### src/rtl/rx_pkt_sram_writer_if.sv
// RX byte stream plus SRAM master-write handshake between the packet writer and its neighbours.
// master = packet writer view; slave = RX front end / SRAM controller view.
interface rx_pkt_sram_writer_if;
  logic [7:0]  rx_byte;
  logic        rx_byte_valid;
  logic        rx_byte_ready;
  logic        rx_pkt_start;
  logic        rx_pkt_end;
  logic        rx_crc_ok;
  logic        fifo_o_full;
  logic        master_write;
  logic [15:0] master_data_to_sram;
  logic        master_hint;
  logic        Pkt_Start_flag;
  logic        Crc_Error_Rollback;

  modport master (
    input  rx_byte, rx_byte_valid, rx_pkt_start, rx_pkt_end, rx_crc_ok,
    input  fifo_o_full, master_hint,
    output rx_byte_ready, master_write, master_data_to_sram,
    output Pkt_Start_flag, Crc_Error_Rollback
  );

  modport slave (
    output rx_byte, rx_byte_valid, rx_pkt_start, rx_pkt_end, rx_crc_ok,
    output fifo_o_full, master_hint,
    input  rx_byte_ready, master_write, master_data_to_sram,
    input  Pkt_Start_flag, Crc_Error_Rollback
  );
endinterface

### src/rtl/rx_pkt_sram_writer.sv
// Packs RX bytes into 16-bit words for FIFO_O, one write per two bytes, rolling back bad packets.
// Write requested the cycle after the pair completes; RX is stalled (ready=0) while a word is pending or FIFO_O is full.
module rx_pkt_sram_writer #(
  parameter int MAX_PKT_BYTES = 255,
  parameter int CNT_W         = 16
) (
  input  logic                 clk,
  input  logic                 rst,
  rx_pkt_sram_writer_if.master bus,
  output logic [CNT_W-1:0]     pkt_ok_cnt,
  output logic [CNT_W-1:0]     pkt_drop_cnt
);
  localparam int BC_W = $clog2(MAX_PKT_BYTES + 2);
  localparam logic [BC_W-1:0] MAX_B = BC_W'(MAX_PKT_BYTES);

  typedef enum logic [2:0] {
    IDLE, COLLECT, REQ, HINT_LOW, COMMIT, ROLLBACK, DRAIN
  } state_t;

  state_t          state, state_nxt;
  logic [BC_W-1:0] byte_cnt;
  logic [7:0]      hi_byte;
  logic            have_hi;
  logic [15:0]     word;
  logic            pkt_ended;
  logic            crc_bad;
  logic            drain_pend;

  logic ready_c, start_c, write_c, rb_c, abort_c, byte_acc;

  assign byte_acc = bus.rx_byte_valid && ready_c;

  always_ff @(posedge clk or posedge rst) begin
    if (rst) state <= IDLE;
    else     state <= state_nxt;
  end

  always_comb begin
    state_nxt = state;
    ready_c   = 1'b0;
    start_c   = 1'b0;
    write_c   = 1'b0;
    rb_c      = 1'b0;
    abort_c   = 1'b0;
    case (state)
      IDLE: begin
        ready_c = 1'b1;
        if (bus.rx_byte_valid && bus.rx_pkt_start) begin
          start_c   = 1'b1;
          state_nxt = bus.rx_pkt_end ? REQ : COLLECT;
        end
      end
      COLLECT: begin
        // A fresh start byte is left pending; IDLE accepts it after the rollback.
        if (bus.rx_byte_valid && bus.rx_pkt_start) begin
          state_nxt = ROLLBACK;
        end else begin
          ready_c = 1'b1;
          if (bus.rx_byte_valid) begin
            if (byte_cnt == MAX_B) begin
              abort_c   = 1'b1;
              state_nxt = ROLLBACK;
            end else if (have_hi || bus.rx_pkt_end) begin
              state_nxt = REQ;
            end
          end
        end
      end
      REQ: begin
        write_c = !bus.fifo_o_full && !bus.master_hint;
        if (bus.master_hint) state_nxt = HINT_LOW;
      end
      HINT_LOW: begin
        if (!bus.master_hint) begin
          if (pkt_ended) state_nxt = crc_bad ? ROLLBACK : COMMIT;
          else           state_nxt = COLLECT;
        end
      end
      COMMIT:   state_nxt = IDLE;
      ROLLBACK: begin
        rb_c      = 1'b1;
        state_nxt = drain_pend ? DRAIN : IDLE;
      end
      DRAIN: begin
        ready_c = 1'b1;
        if (bus.rx_byte_valid && bus.rx_pkt_end) state_nxt = IDLE;
      end
      default: state_nxt = IDLE;
    endcase
  end

  // Ready and the start pulse are combinational on IDLE, so hold them low while reset is applied.
  assign bus.rx_byte_ready       = ready_c && !rst;
  assign bus.Pkt_Start_flag      = start_c && !rst;
  assign bus.master_write        = write_c;
  assign bus.Crc_Error_Rollback  = rb_c;
  assign bus.master_data_to_sram = word;

  always_ff @(posedge clk or posedge rst) begin
    if (rst) begin
      byte_cnt     <= '0;
      hi_byte      <= '0;
      have_hi      <= 1'b0;
      word         <= '0;
      pkt_ended    <= 1'b0;
      crc_bad      <= 1'b0;
      drain_pend   <= 1'b0;
      pkt_ok_cnt   <= '0;
      pkt_drop_cnt <= '0;
    end else begin
      if (byte_acc && state == IDLE && bus.rx_pkt_start) begin
        byte_cnt   <= BC_W'(1);
        pkt_ended  <= bus.rx_pkt_end;
        crc_bad    <= bus.rx_pkt_end && !bus.rx_crc_ok;
        drain_pend <= 1'b0;
        hi_byte    <= bus.rx_byte;
        have_hi    <= !bus.rx_pkt_end;
        if (bus.rx_pkt_end) word <= {bus.rx_byte, 8'h00};
      end else if (byte_acc && state == COLLECT) begin
        if (abort_c) begin
          drain_pend <= !bus.rx_pkt_end;
          have_hi    <= 1'b0;
        end else begin
          byte_cnt <= byte_cnt + BC_W'(1);
          if (bus.rx_pkt_end) begin
            pkt_ended <= 1'b1;
            crc_bad   <= !bus.rx_crc_ok;
          end
          if (have_hi) begin
            word    <= {hi_byte, bus.rx_byte};
            have_hi <= 1'b0;
          end else if (bus.rx_pkt_end) begin
            word <= {bus.rx_byte, 8'h00};
          end else begin
            hi_byte <= bus.rx_byte;
            have_hi <= 1'b1;
          end
        end
      end
      if (state == COMMIT)   pkt_ok_cnt   <= pkt_ok_cnt + CNT_W'(1);
      if (state == ROLLBACK) pkt_drop_cnt <= pkt_drop_cnt + CNT_W'(1);
    end
  end
endmodule

### src/flat_wrapper.sv
// flat-port wrapper written by rule: the top's interface ports become plain ports
module rx_pkt_sram_writer_flat 
#(
  parameter int MAX_PKT_BYTES = 255,
  parameter int CNT_W         = 16
)
  (clk, rst, pkt_ok_cnt, pkt_drop_cnt, bus_rx_byte, bus_rx_byte_valid, bus_rx_pkt_start, bus_rx_pkt_end, bus_rx_crc_ok, bus_fifo_o_full, bus_master_hint, bus_rx_byte_ready, bus_master_write, bus_master_data_to_sram, bus_Pkt_Start_flag, bus_Crc_Error_Rollback);
  rx_pkt_sram_writer_if bus_i ();
  input  logic clk;
  input  logic rst;
  output logic [CNT_W-1:0] pkt_ok_cnt;
  output logic [CNT_W-1:0] pkt_drop_cnt;
  input wire logic [$bits(bus_i.rx_byte)-1:0] bus_rx_byte;
  input wire logic [$bits(bus_i.rx_byte_valid)-1:0] bus_rx_byte_valid;
  input wire logic [$bits(bus_i.rx_pkt_start)-1:0] bus_rx_pkt_start;
  input wire logic [$bits(bus_i.rx_pkt_end)-1:0] bus_rx_pkt_end;
  input wire logic [$bits(bus_i.rx_crc_ok)-1:0] bus_rx_crc_ok;
  input wire logic [$bits(bus_i.fifo_o_full)-1:0] bus_fifo_o_full;
  input wire logic [$bits(bus_i.master_hint)-1:0] bus_master_hint;
  output wire logic [$bits(bus_i.rx_byte_ready)-1:0] bus_rx_byte_ready;
  output wire logic [$bits(bus_i.master_write)-1:0] bus_master_write;
  output wire logic [$bits(bus_i.master_data_to_sram)-1:0] bus_master_data_to_sram;
  output wire logic [$bits(bus_i.Pkt_Start_flag)-1:0] bus_Pkt_Start_flag;
  output wire logic [$bits(bus_i.Crc_Error_Rollback)-1:0] bus_Crc_Error_Rollback;
  assign bus_i.rx_byte = bus_rx_byte;
  assign bus_i.rx_byte_valid = bus_rx_byte_valid;
  assign bus_i.rx_pkt_start = bus_rx_pkt_start;
  assign bus_i.rx_pkt_end = bus_rx_pkt_end;
  assign bus_i.rx_crc_ok = bus_rx_crc_ok;
  assign bus_i.fifo_o_full = bus_fifo_o_full;
  assign bus_i.master_hint = bus_master_hint;
  assign bus_rx_byte_ready = bus_i.rx_byte_ready;
  assign bus_master_write = bus_i.master_write;
  assign bus_master_data_to_sram = bus_i.master_data_to_sram;
  assign bus_Pkt_Start_flag = bus_i.Pkt_Start_flag;
  assign bus_Crc_Error_Rollback = bus_i.Crc_Error_Rollback;
  rx_pkt_sram_writer #(.MAX_PKT_BYTES(MAX_PKT_BYTES), .CNT_W(CNT_W)) u_core (.clk(clk), .rst(rst), .bus(bus_i), .pkt_ok_cnt(pkt_ok_cnt), .pkt_drop_cnt(pkt_drop_cnt));
endmodule
### config.mk
export PLATFORM = sky130hd
export DESIGN_NAME = rx_pkt_sram_writer_flat
export DESIGN_NICKNAME = d
export VERILOG_FILES = /design/src/rtl/rx_pkt_sram_writer_if.sv /design/src/rtl/rx_pkt_sram_writer.sv /design/src/flat_wrapper.sv
export SDC_FILE = /design/constraint.sdc
export NUM_CORES = 1
export LEC_CHECK = 0
export ABC_AREA = 1
export CELL_PAD_IN_SITES_DETAIL_PLACEMENT = 0
export CELL_PAD_IN_SITES_GLOBAL_PLACEMENT = 1
export CORE_MARGIN = 3
export CORE_UTILIZATION = 43
export CTS_BUF_LIST = sky130_fd_sc_hd__clkbuf_4 sky130_fd_sc_hd__clkbuf_8
export DETAILED_ROUTE_END_ITERATION = 10
export PLACE_DENSITY = 0.92
export REMOVE_ABC_BUFFERS = 1
export SLEW_MARGIN = 10
export SYNTH_ARGS = -nofsm -noshare
export SYNTH_HDL_FRONTEND = slang
export SYNTH_SLANG_ARGS = --single-unit
### constraint.sdc
create_clock -name clk -period 6.5 [get_ports clk]
set_input_delay 0.975 -clock clk [delete_from_list [all_inputs] [get_ports clk]]
set_output_delay 0.975 -clock clk [all_outputs]
set_load 0.01 [all_outputs]
==> flow_summary_export.csv <==
group,metric,value,unit
logic_synthesis,yosys-top-cells-area,"dfrtp_1 44%, nand2_1 16%, nand3_1 8.3%",
sta,tightest_slew,1040,ps
logic_synthesis,yosys.area.top_type_share,0.438,
sta,setup_tns,0,ps
detailed_routing,first_pass_iters,6,
final_layout,area_growth,24.7,%
sta,setup_violations,0,
worst_setup_path,cp.arrival,2870,ps
worst_setup_path,rr_worst_depth,12,
worst_setup_path,cpPeakStageDelay,560,ps
floorplan,core_area,9280,sq um
clock_tree,cts-root-buf,"clkbuf_8",
detailed_routing,dr_wl_met2,4.43,mm
worst_setup_path,rrSetupSlack,3000,ps
final_layout,fillerInstances,902,
worst_setup_path,cp_max_fo,25,
floorplan,die_area,10800,sq um
sta,period_minus_slack,3840,ps
worst_setup_path,cp_slowest_cell,"clkdlybuf4s50_1",
grt,grtUsageTotal,0.188,
outcome,status,"completed",
detailed_routing,dr_wl_met3,404,um
final_layout,finalNonFillerCells,760,
flow_run,drv_cap,0,
final_layout,final_util,0.553,
floorplan,placementRows,35,
logic_synthesis,synthCells,568,
sta,max_slew_margin,0.305,
logic_synthesis,seq_area_frac_synth,0.438,
detailed_routing,vias,3811,
logic_synthesis,synth_cell_types,28,
logic_synthesis,synthArstFlopShare,1.00,
worst_setup_path,crit_type,"primary input to primary output",
detailed_routing,postRouteAntennaNets,0,
logic_synthesis,netlist_area,4120,sq um
place,detailed_place_hpwl,6.72,mm
place,io_buffers,67,
worst_setup_path,critPathTopFamily,"buffers and inverters",
detailed_routing,drcViolationCount,0,
sta,hold_viol,0,
final_layout,multi_input_area,1950,sq um
clock_tree,clk_latency,350,ps
floorplan,die_h,104,um
detailed_routing,initialDrtViolationCount,211,
detailed_routing,wire_per_inst,12.8,um
logic_synthesis,ys_ff_latch,72,
worst_setup_path,cp.depth,6,
worst_setup_path,path_common_cell,"clkdlybuf4s50_1",
detailed_routing,top_layer_used,"met4",
final_layout,diodes,0,
worst_setup_path,crit_chain,"clkdlybuf4s50_1 -> nand2_1 -> inv_1 -> nand2_2 -> nor2_1 -> clkdlybuf4s50_1",
sta,rsz0062_at_grt,"no",
final_layout,drive_gt1_frac,0.0507,
grt,grt_pass1_vias,3692,
clock_tree,cts_hold_buf,0,
grt,grt_pass1_wl,17.1,mm
final_layout,nNetsFinal,646,
clock_tree,cts_tree,"done",
clock_tree,cts-htree-levels,3,
worst_setup_path,endpoint_kind,"primary output",
worst_setup_path,start_kind,"primary input",
sta,min_period_over_period,0.591,
floorplan,start_util,0.443,
detailed_routing,wirelength,9.71,mm
sta,fin_ws,2660,ps
clock_tree,cts_buffers,9,
logic_synthesis,synth_area_per_cell,7.25,sq um
place,preCtsSetupSlack,2590,ps
logic_synthesis,synth_commonest_cells,"177 x nand2_1, 72 x dfrtp_1, 68 x nand3_1",
min_path,worstHoldPathCells,2,
grt,antenna_found_initial,0,
pwr,max-vdd-ir-drop,0.000180,V
logic_synthesis,synth_edf_count,0,
detailed_routing,wl_met1,4.77,mm
logic_synthesis,yosysMostFrequentCell,"nand2_1",
clock_tree,clock_path_buffers,2,
sta,fmax,260,MHz
floorplan,die_w,104,um
worst_setup_path,path_buf_inv,3,
detailed_routing,vias_per_cell,5.01,
min_path,min_path_type,"flop to flop",
place,dp_cells,744,
logic_synthesis,synth.largest_area_cell,"dfrtp_1",
clock_tree,path_clk_slew,70,ps
logic_synthesis,yosys_warnings,0,
sta,whs,485,ps
grt,grt_max_degree,50,
clock_tree,postCtsSetupRepairBufs,0,
sta,skew,10.6,ps
pwr,p_leak,2.44,nW
sta,drv_slew,0,
clock_tree,cts_num_sinks,72,
floorplan,io_pins,68,
grt,overflow,0,
worst_setup_path,required,5520,ps
place,gp_congestion,0.821,
logic_synthesis,ys.flop_type,"dfrtp_1",
clock_tree,ctsResizeCount,0,
pwr,cellPowerDensity,359,nW/um^2
final_layout,seq_area,1800,sq um
-- registers in the layout (all words and copies together), names as in the netlist --
register and count:
u_core.pkt_ended 1, u_core.hi_byte 8, u_core.byte_cnt 9, u_core.pkt_drop_cnt 16, u_core.state 3, u_core.crc_bad 1
u_core.drain_pend 1, u_core.bus.master_data_to_sram 16, u_core.have_hi 1, u_core.pkt_ok_cnt 16
-- cell usage in the layout (no fill, tap or decap), drive strengths merged --
cell / count
dfrtp: 72
or2: 2
o21ai: 33
clkdlybuf4s50: 67
nor3: 19
buf: 2
bufinv: 5
xnor2: 6
mux2i: 1
xor2: 12
a21oi: 12
nor4: 1
o21bai: 1
nand2: 180
nand3: 68
clkinv: 1
o31ai: 4
nor2: 44
nand4: 24
nor3b: 1
clkbuf: 11
inv: 61
ha: 4
-- power by group --
| part | internal, mW | switching (mW) |
|---|---|---|
| clock network | 0.354 | 0.172 |
| registers | 0.560 | 0.120 |
| logic | 0.274 | 0.362 |
| total | 1.19 | 0.654 |
-- metal layers --
metal | up-vias | track usage
met5 | - | 0
met4 | 0 | 0.0646
met3 | 10 | 0.0299
met2 | 91 | 0.307
met1 | 1750 | 0.254
li1 | 1960 | -
-- worst reg2reg max path: cells and delay by family (launching register included) --
kind                       cells  cell delay (ps)
AOI/OAI and AO/OA              1              110
adders and majority gates      2              430
buffers and inverters          2              160
DFF                            1              390
and+or+nand+nor                7             2320
-- metrics by stage --
step / cell area, sq um / power, mW
after global routing: 5130 / 1.99
after floorplan: 3990 / 1.07
after CTS: 5130 / 1.86
after detailed placement: 4830 / 1.33
after global placement: 4830 / 1.31
final: 5130 / 1.84
-- area by class of cell --
cell class                      count  share of cell area
Multi-Input combinational cell    412               0.380
Sequential cell                    72               0.351
Timing Repair Buffer               69               0.134
Clock buffer                       11              0.0295
Inverter                           62              0.0453
Clock inverter                      5              0.0292
Tap cell                          129              0.0314
-- kinds of logic after synthesis --
logic type                 Yosys count  synth area share
AOI/OAI and AO/OA                   50            0.0647
adders and majority gates            4            0.0122
DFF                                 72             0.438
and+or+nand+nor                    339             0.357
buffers and inverters               84            0.0881
muxes                                1           0.00243
xor gates and xnor gates            18            0.0383
-- path summary, 6_finish.rpt --
| path | startpoint | end |
|---|---|---|
| min reg2reg | u_core.hi_byte[6]$_DFFE_PP0P_ | u_core.hi_byte[6]$_DFFE_PP0P_ |
| min | u_core.hi_byte[6]$_DFFE_PP0P_ | u_core.hi_byte[6]$_DFFE_PP0P_ |
| max in group asynchronous | rst | u_core.pkt_ended$_DFFE_PP0P_ |
| min in group asynchronous | rst | u_core.pkt_drop_cnt[12]$_DFFE_PP0P_ |
| max reg2reg | u_core.byte_cnt[0]$_DFFE_PP0P_ | u_core.byte_cnt[3]$_DFFE_PP0P_ |
| max | bus_rx_byte_valid | bus_Pkt_Start_flag |
Power figures use the tool's default switching activity.
